[src/rtl/arb2_rr_sel_pkg.sv]
// Shared definitions for the two-channel round-robin mux-select arbiter.
package arb2_rr_sel_pkg;

  localparam int unsigned MAX_HOLD_DEF = 8;
  localparam int unsigned HOLD_W_DEF   = 8;

  // The grant states are one-hot, so the state register doubles as gnt.
  typedef enum logic [1:0] {
    ST_IDLE = 2'b00,
    ST_G0   = 2'b01,
    ST_G1   = 2'b10
  } state_e;

  // Grant state that belongs to a channel index.
  function automatic state_e grant_st(input logic idx);
    return idx ? ST_G1 : ST_G0;
  endfunction

endpackage

[src/rtl/arb2_rr_sel_hold_counter.sv]
// Clearable, saturating up-counter with a terminal-count flag.
// Measures how long the current owner has held the grant.
module arb2_rr_sel_hold_counter #(
  parameter int unsigned W = 8
) (
  input  logic         clk,
  input  logic         rst_n,
  input  logic         clr_i,
  input  logic         en_i,
  input  logic [W-1:0] limit_i,
  output logic         tc_o
);

  logic [W-1:0] cnt_q;

  // Clear wins over count; stop at the limit so tc stays asserted.
  always_ff @(posedge clk) begin
    if (!rst_n)                      cnt_q <= '0;
    else if (clr_i)                  cnt_q <= '0;
    else if (en_i && !(cnt_q == limit_i)) cnt_q <= cnt_q + 1'b1;
  end

  assign tc_o = (cnt_q == limit_i);

endmodule

[src/rtl/arb2_rr_sel.sv]
// Two-channel round-robin arbiter driving the select of the downstream 2:1 mux.
// A hold timeout forces rotation when the other channel has been waiting.
module arb2_rr_sel
  import arb2_rr_sel_pkg::*;
#(
  parameter int unsigned MAX_HOLD = MAX_HOLD_DEF,
  parameter int unsigned HOLD_W   = HOLD_W_DEF
) (
  input  logic       clk,
  input  logic       rst_n,
  input  logic [1:0] req,
  input  logic       done,
  output logic [1:0] gnt,
  output logic       sel,
  output logic       busy,
  output logic       preempt
);

  state_e state_q, state_d;
  logic   last_q, last_d;     // last-served channel; 1 after reset so ch0 wins ties
  logic   sel_q, sel_d;
  logic   pre_q, pre_d;
  logic   load;               // entering (or re-entering) a grant this cycle
  logic   nxt_idx;
  logic   cur, oth, tc;

  assign cur = (state_q == ST_G1);
  assign oth = ~cur;

  arb2_rr_sel_hold_counter #(.W(HOLD_W)) u_hold (
    .clk     (clk),
    .rst_n   (rst_n),
    .clr_i   (load),
    .en_i    (state_q != ST_IDLE),
    .limit_i (HOLD_W'(MAX_HOLD - 1)),
    .tc_o    (tc)
  );

  // State register plus the registered side outputs.
  always_ff @(posedge clk) begin
    if (!rst_n) begin
      state_q <= ST_IDLE;
      last_q  <= 1'b1;
      sel_q   <= 1'b0;
      pre_q   <= 1'b0;
    end else begin
      state_q <= state_d;
      last_q  <= last_d;
      sel_q   <= sel_d;
      pre_q   <= pre_d;
    end
  end

  // Next-state: release (done or abandon) beats timeout; no idle bubble on handover.
  always_comb begin
    state_d = state_q;
    last_d  = last_q;
    sel_d   = sel_q;
    pre_d   = 1'b0;
    load    = 1'b0;
    nxt_idx = 1'b0;
    case (state_q)
      ST_IDLE: begin
        if (req != 2'b00) begin
          load    = 1'b1;
          nxt_idx = (req == 2'b11) ? ~last_q : req[1];
        end
      end
      ST_G0, ST_G1: begin
        if (done || !req[cur]) begin
          last_d = cur;
          if (req[oth]) begin
            load    = 1'b1;
            nxt_idx = oth;
          end else if (req[cur]) begin
            load    = 1'b1;
            nxt_idx = cur;
          end else begin
            state_d = ST_IDLE;
          end
        end else if (tc && req[oth]) begin
          last_d  = cur;
          load    = 1'b1;
          nxt_idx = oth;
          pre_d   = 1'b1;
        end
      end
      default: state_d = ST_IDLE;
    endcase
    if (load) begin
      state_d = grant_st(nxt_idx);
      sel_d   = nxt_idx;
    end
  end

  // Outputs come straight from flops; one-hot state encoding is the grant.
  always_comb begin
    gnt     = state_q;
    busy    = (state_q != ST_IDLE);
    sel     = sel_q;
    preempt = pre_q;
  end

endmodule

[config.mk]
export PLATFORM = sky130hd
export DESIGN_NAME = arb2_rr_sel
export DESIGN_NICKNAME = d
export VERILOG_FILES = /design/src/rtl/arb2_rr_sel_pkg.sv /design/src/rtl/arb2_rr_sel_hold_counter.sv /design/src/rtl/arb2_rr_sel.sv
export SDC_FILE = /design/constraint.sdc
export NUM_CORES = 1
export LEC_CHECK = 0
export ABC_AREA = 1
export CAP_MARGIN = 20
export CORE_MARGIN = 2
export CORE_UTILIZATION = 55
export CTS_CLUSTER_SIZE = 12
export DETAILED_ROUTE_END_ITERATION = 12
export PLACE_DENSITY = 0.86
export SKIP_CTS_REPAIR_TIMING = 1
export SYNTH_ARGS = -nofsm -noshare
export SYNTH_HDL_FRONTEND = slang
export SYNTH_SLANG_ARGS = --single-unit
export TNS_END_PERCENT = 5
[constraint.sdc]
create_clock -name clk -period 2.5 [get_ports clk]
set_input_delay 0.5 -clock clk [delete_from_list [all_inputs] [get_ports clk]]
set_output_delay 0.5 -clock clk [all_outputs]
set_load 0.01 [all_outputs]
[Word level (Yosys, flattened, before mapping)]
Cells that the tools add are included.
Word-level totals
  register bits: 13
  bits in latches: 0
  RAM bits: 0
  memory bits (read-only): 0
  input port bits: 5
  output and inout port bits: 5
  logic and storage cells: 59
  memories kept: 0
Operators by class
  add/sub/neg operators: 1
  $mul: 0
  div/mod/pow operators: 0
  magnitude comparators: 2
  equal/unequal tests: 8
  shift-type cells: 0
  muxes and demuxes: 25
  bitwise logic cells: 4
  reductions and logical operators: 14
Operators with widths (count)
  $mux W1: 17
  $mux W2: 5
  $ne A3 B3 Y1 const B: 3
  $add A8 B1 Y8 const B: 1
  $eq A8 B3 Y1 const B: 1
  $reduce_bool A2 Y1: 3
  $eq A2 B2 Y1 const B: 2
  $lt A1 B2 Y1 const B: 2
  $not A1 Y1: 4
  $pmux W1 S2: 2
  $pmux W2 S2: 1
  $reduce_and A4 Y1: 1
  $reduce_or A2 Y1: 2
  $reduce_or A3 Y1: 1
  $eq A2 B1 Y1 const B: 1
  $logic_and A1 B1 Y1: 2
  $logic_not A1 Y1: 2
  $logic_not A2 Y1: 1
  $ne A2 B2 Y1 const B: 1
  $reduce_and A2 Y1: 1
  $logic_or A1 B1 Y1: 1

[Logic depth before layout (Yosys ltp)]
  word-level depth: 10
  depth in mapped cells: 12
  gate-level depth less buffers: 12

[Modules after synthesis]
Synthesis repeated with hierarchy kept, for this count alone.
Unflattened totals
  cell total of the unflattened synthesis: 159
  area total of the unflattened synthesis: 955.9 sq um
Modules (own cells, without submodules)
  arb2_rr_sel_hold_counter: instances 1, cells an instance 97, area an instance 559.3 sq um, sequential area each 160.2 sq um
  arb2_rr_sel: instances 1, cells an instance 62, area an instance 396.6 sq um, sequential area each 100.1 sq um

[Worst setup path before layout]
Ideal clock, no wire load.
  path kind: register to register
  start point: register state_q[0], in the netlist gnt[0]
  end point: register state_q[1], in the netlist gnt[1]
  library setup time: 0.118 ns
  data arrival time: 1.478 ns
  required time: 2.382 ns
  setup slack: 0.904 ns
  stages on the path, launching flop included: 10
  path buffers: 0
  period minus slack after synthesis: 1.596 ns
  path through: dfxtp_1 inv_1 ha_1 inv_1 a21oi_2 nand2_2 nand3_4 nand2_4 o21bai_2 nor2_1
Between the ends
  cells in the longest elaborated chain, start to end: 9
  elaborated cells on any way between the ends: 30
  classes of those cells: 6 x eq/ne; 17 x mux; 1 x bitwise; 6 x reduce/logical
RTL lines
  from (decl): line arb2_rr_sel.sv:19  | state_e state_q, state_d;
  from (signal assigned): line arb2_rr_sel.sv:47  | state_q <= state_d;
  $eq A2 B2 Y1: line arb2_rr_sel.sv:27, arb2_rr_sel.sv:62
  $mux W1 (on tied branches) (2 in a row)
  $mux W1, or another cell as far along: line arb2_rr_sel.sv:75  | end else if (req[cur]) begin
  $mux W1, or another cell as far along: line arb2_rr_sel.sv:72  | if (req[oth]) begin
  $mux W1: line arb2_rr_sel.sv:70  | if (done || !req[cur]) begin
  $pmux W1 S2: line arb2_rr_sel.sv:62  | case (state_q)
  $ne A3 B3 Y1 (no source line), or another cell as far along
  $reduce_and A4 Y1 (no source line) / $mux W2 (equally long branches)
Parallel ways exist; a longest one is shown, timed or not. The select of a mux whose other input is x is not followed.
A chain may end at the register's enable or synchronous reset.

[Final worst setup path]
  start point: register state_q[1], in the netlist gnt[1]
  end point: output port busy
Between the ends
  cells in the longest elaborated chain, start to end: 1
RTL lines
  $reduce_bool A2 Y1: line arb2_rr_sel.sv:99  | busy = (state_q != ST_IDLE);
  to (decl): line arb2_rr_sel.sv:15  | output logic busy,
No other way between the ends.

==> out/summary.txt <==
Congestion Overflow GR - 0
top cells by area, synth - dfxtp_1 29%, nand2_1 8.5%, ha_1 7.1%, inv_1 6.3%, nand3_1 5.6%
part of the power in registers - 0.281
max-cap violation count - 0
CP max FO - 6
Slowest-stage cell, CP - clkdlybuf4s50_1
number of synthesized flops with an enable pin - 0
DIE WIDTH - 44.16 um
H-tree lvl count - 1
initial antenna violation count - 0
Hold Path Class - register to register
vias - 829
number of diodes - 0
fin crit share - 0.8736
Required @ worst endpoint - 2.00 ns
Cell Pwr Density - 967.7 nW/um2
post-route DRC violation count - 0
IO Pins - 10
clock group share of total power - 0.132
CP max stage delay - 0.55 ns
GPL Wtd Cong - 0.8412
Clk pin slew, worst setup/hold paths - 0.07 ns
Crit Path Class - register to output port
CTS sink count - 13
dpl ws - 0.5609 ns
R2R depth - 9
worst-path cell chain - inv_1, ha_1, inv_2, clkdlybuf4s50_1
net switching power - 0.4554 mW
port bufs - 9
clock latency on the worst-skew pair - 0.28 ns
Buf/Inv on CP - 3
minimum clock period - 2.184 ns
Tot Pwr - 0.9904 mW
first drt pass iteration count - 4
Nets - 145
post-synthesis async set-or-reset flop share - 0
Crit. End Element - output port
combinational power share - 0.587
Mapped Cells - 121
# fillers - 120
vias in the first global route - 747
flip-flop and latch count after synthesis - 13
share of cells above drive strength 1 - 0.2463
final core utilization - 0.6794
via-per-instance ratio - 5.527
Die Footprint - 1950 um2
Area Overhead vs Synth - 15.37%
family with the most delay on the worst path - buffers and inverters
Setup Total Neg Slack - 0 ns
Fin Clk Skew - 0.003536 ns
Rel. slew slack - 0.7217
total CTS buffers - 3
Setup WS post-layout - 0.3159 ns
Mapped Area - 887.1 um2
Startpoint Class - register
wire per inst - 11.95 um
dpl cell area - 997.2 um2
largest net degree at the start of global routing - 11
final hold vios - 0
P_leak - 0.4197 nW
Worst-Margin Slew - 0.4175 ns
clk buf depth - 2
reg-to-reg endpoint - gnt[1]
post-route ant nets - 0
P_int - 0.5350 mW
WHS - 0.4897 ns
cell taking the most area after synthesis - dfxtp_1
clk root buf - clkbuf_4
core box area - 1506 um2
max-slew violation count - 0
Die Span Y - 44.16 um
Mean Syn Cell Area - 7.331 um2
design area - 1023 um2
Synth warnings - 0
GRT Total Usage - 0.2085
most used standard cell by instance count after synthesis - nand2_1
TritonCTS clock tree - yes
Sw Share - 0.4598
sequential share of the synthesized area - 0.2934
Reg2Reg Launch Point - gnt[1]
Synth top cells by count - 20 x nand2_1, 15 x inv_1, 13 x dfxtp_1, 11 x nor2_1, 10 x nand3_1
synth unique cells - 21
placed cell count - 146
Fmax achieved - 0.4579 GHz
Primary FF master, synth - dfxtp_1
Initial DRC Count - 25
Arrival @ worst endpoint - 1.68 ns
FP Rows - 14
critical path launch point - gnt[1]
Crit path depth - 4
Initial Util - 0.5889
fin cells - 150
Final setup viols - 0
crit path capture - busy
first-pass GRT wire length - 2987 um
Worst VDD drop - 0.6846 mV
status - completed
r2r setup slk - 0.77 ns
area fraction of the dominant cell type after synthesis - 0.2934
Post-Syn Nets - 131
Post-DP HPWL - 1412 um
total wire length - 1793 um
RSZ-0062 raised after global routing - no
==> flip-flops by register name (all words and copies together) (netlist names) <==
register,count
u_hold.cnt_q,8
sel,1
last_q,1
preempt,1
gnt,2
==> how the worst min path moves through the flow <==
stage | end | startpoint | cells past startpoint | slack [ns]
2_1_floorplan | u_hold.cnt_q[1] | u_hold.cnt_q[1] | 2 | 0.47
3_3_place_gp | sel | sel | 2 | 0.48
3_5_place_dp | sel | sel | 2 | 0.48
4_1_cts | u_hold.cnt_q[1] | u_hold.cnt_q[1] | 2 | 0.50
5_1_grt | u_hold.cnt_q[1] | u_hold.cnt_q[1] | 2 | 0.51
6_report | sel | sel | 2 | 0.49
==> power by group through the flow <==
stage,combinational (mW),clock (mW),sequential [mW]
2_1_floorplan,0.422,0,0.288
3_3_place_gp,0.568,0,0.281
3_5_place_dp,0.580,0,0.283
4_1_cts,0.582,0.133,0.278
5_1_grt,0.650,0.141,0.283
6_report,0.581,0.131,0.278
==> metal layers <==
layer | track usage | vias up | wire length [um]
li1 | - | 411 | -
met1 | 0.2481 | 371 | 785
met2 | 0.3353 | 38 | 845
met3 | 0.03673 | 9 | 97
met4 | 0.1515 | 0 | 65
met5 | 0 | - | 0
==> final cells by class <==
cell class	count	area, um2	area share
clock buffer	4	26.28	0.02567
inverter	21	78.83	0.07702
multi-input combinational	87	548.0	0.5355
sequential	13	260.3	0.2543
tap	16	20.02	0.01956
timing repair buffer	9	90.09	0.08802
==> cell usage in the layout (no fill, tap or decap) <==
master and n:
nand2_2 5, clkdlybuf4s50_1 9, ha_1 5, dfxtp_1 13, o21ai_0 2, nor3_2 3
a22oi_1 1, inv_2 6, nor3_1 5, a21oi_2 4, nand3_4 2, xor2_1 2
a21oi_1 3, nand2_4 4, nand3_1 10, inv_1 15, nor2_1 11, clkbuf_1 1
nand2_1 20, nor2_2 5, o21bai_2 1, or2_1 1, nand4_1 3, clkbuf_4 3
==> kinds of logic (layout without fill, tap and decap cells) <==
family                     Yosys count  after routing  share of synthesized area
DFF                                 13             13                     0.2934
and+or+nand+nor                     69             69                     0.4386
xor gates and xnor gates             2              2                    0.01975
buffers and inverters               21             34                    0.08885
AOI/OAI and AO/OA                   11             11                    0.08885
adders and majority gates            5              5                    0.07052
==> tightest hold or removal path, delay by kind of cell, from the launching register on <==
kind / cells / cell delay (ns)
flops: 1 / 0.33
simple gates: 1 / 0.09
compound gates: 1 / 0.04
(Power assumes the default switching activity.)
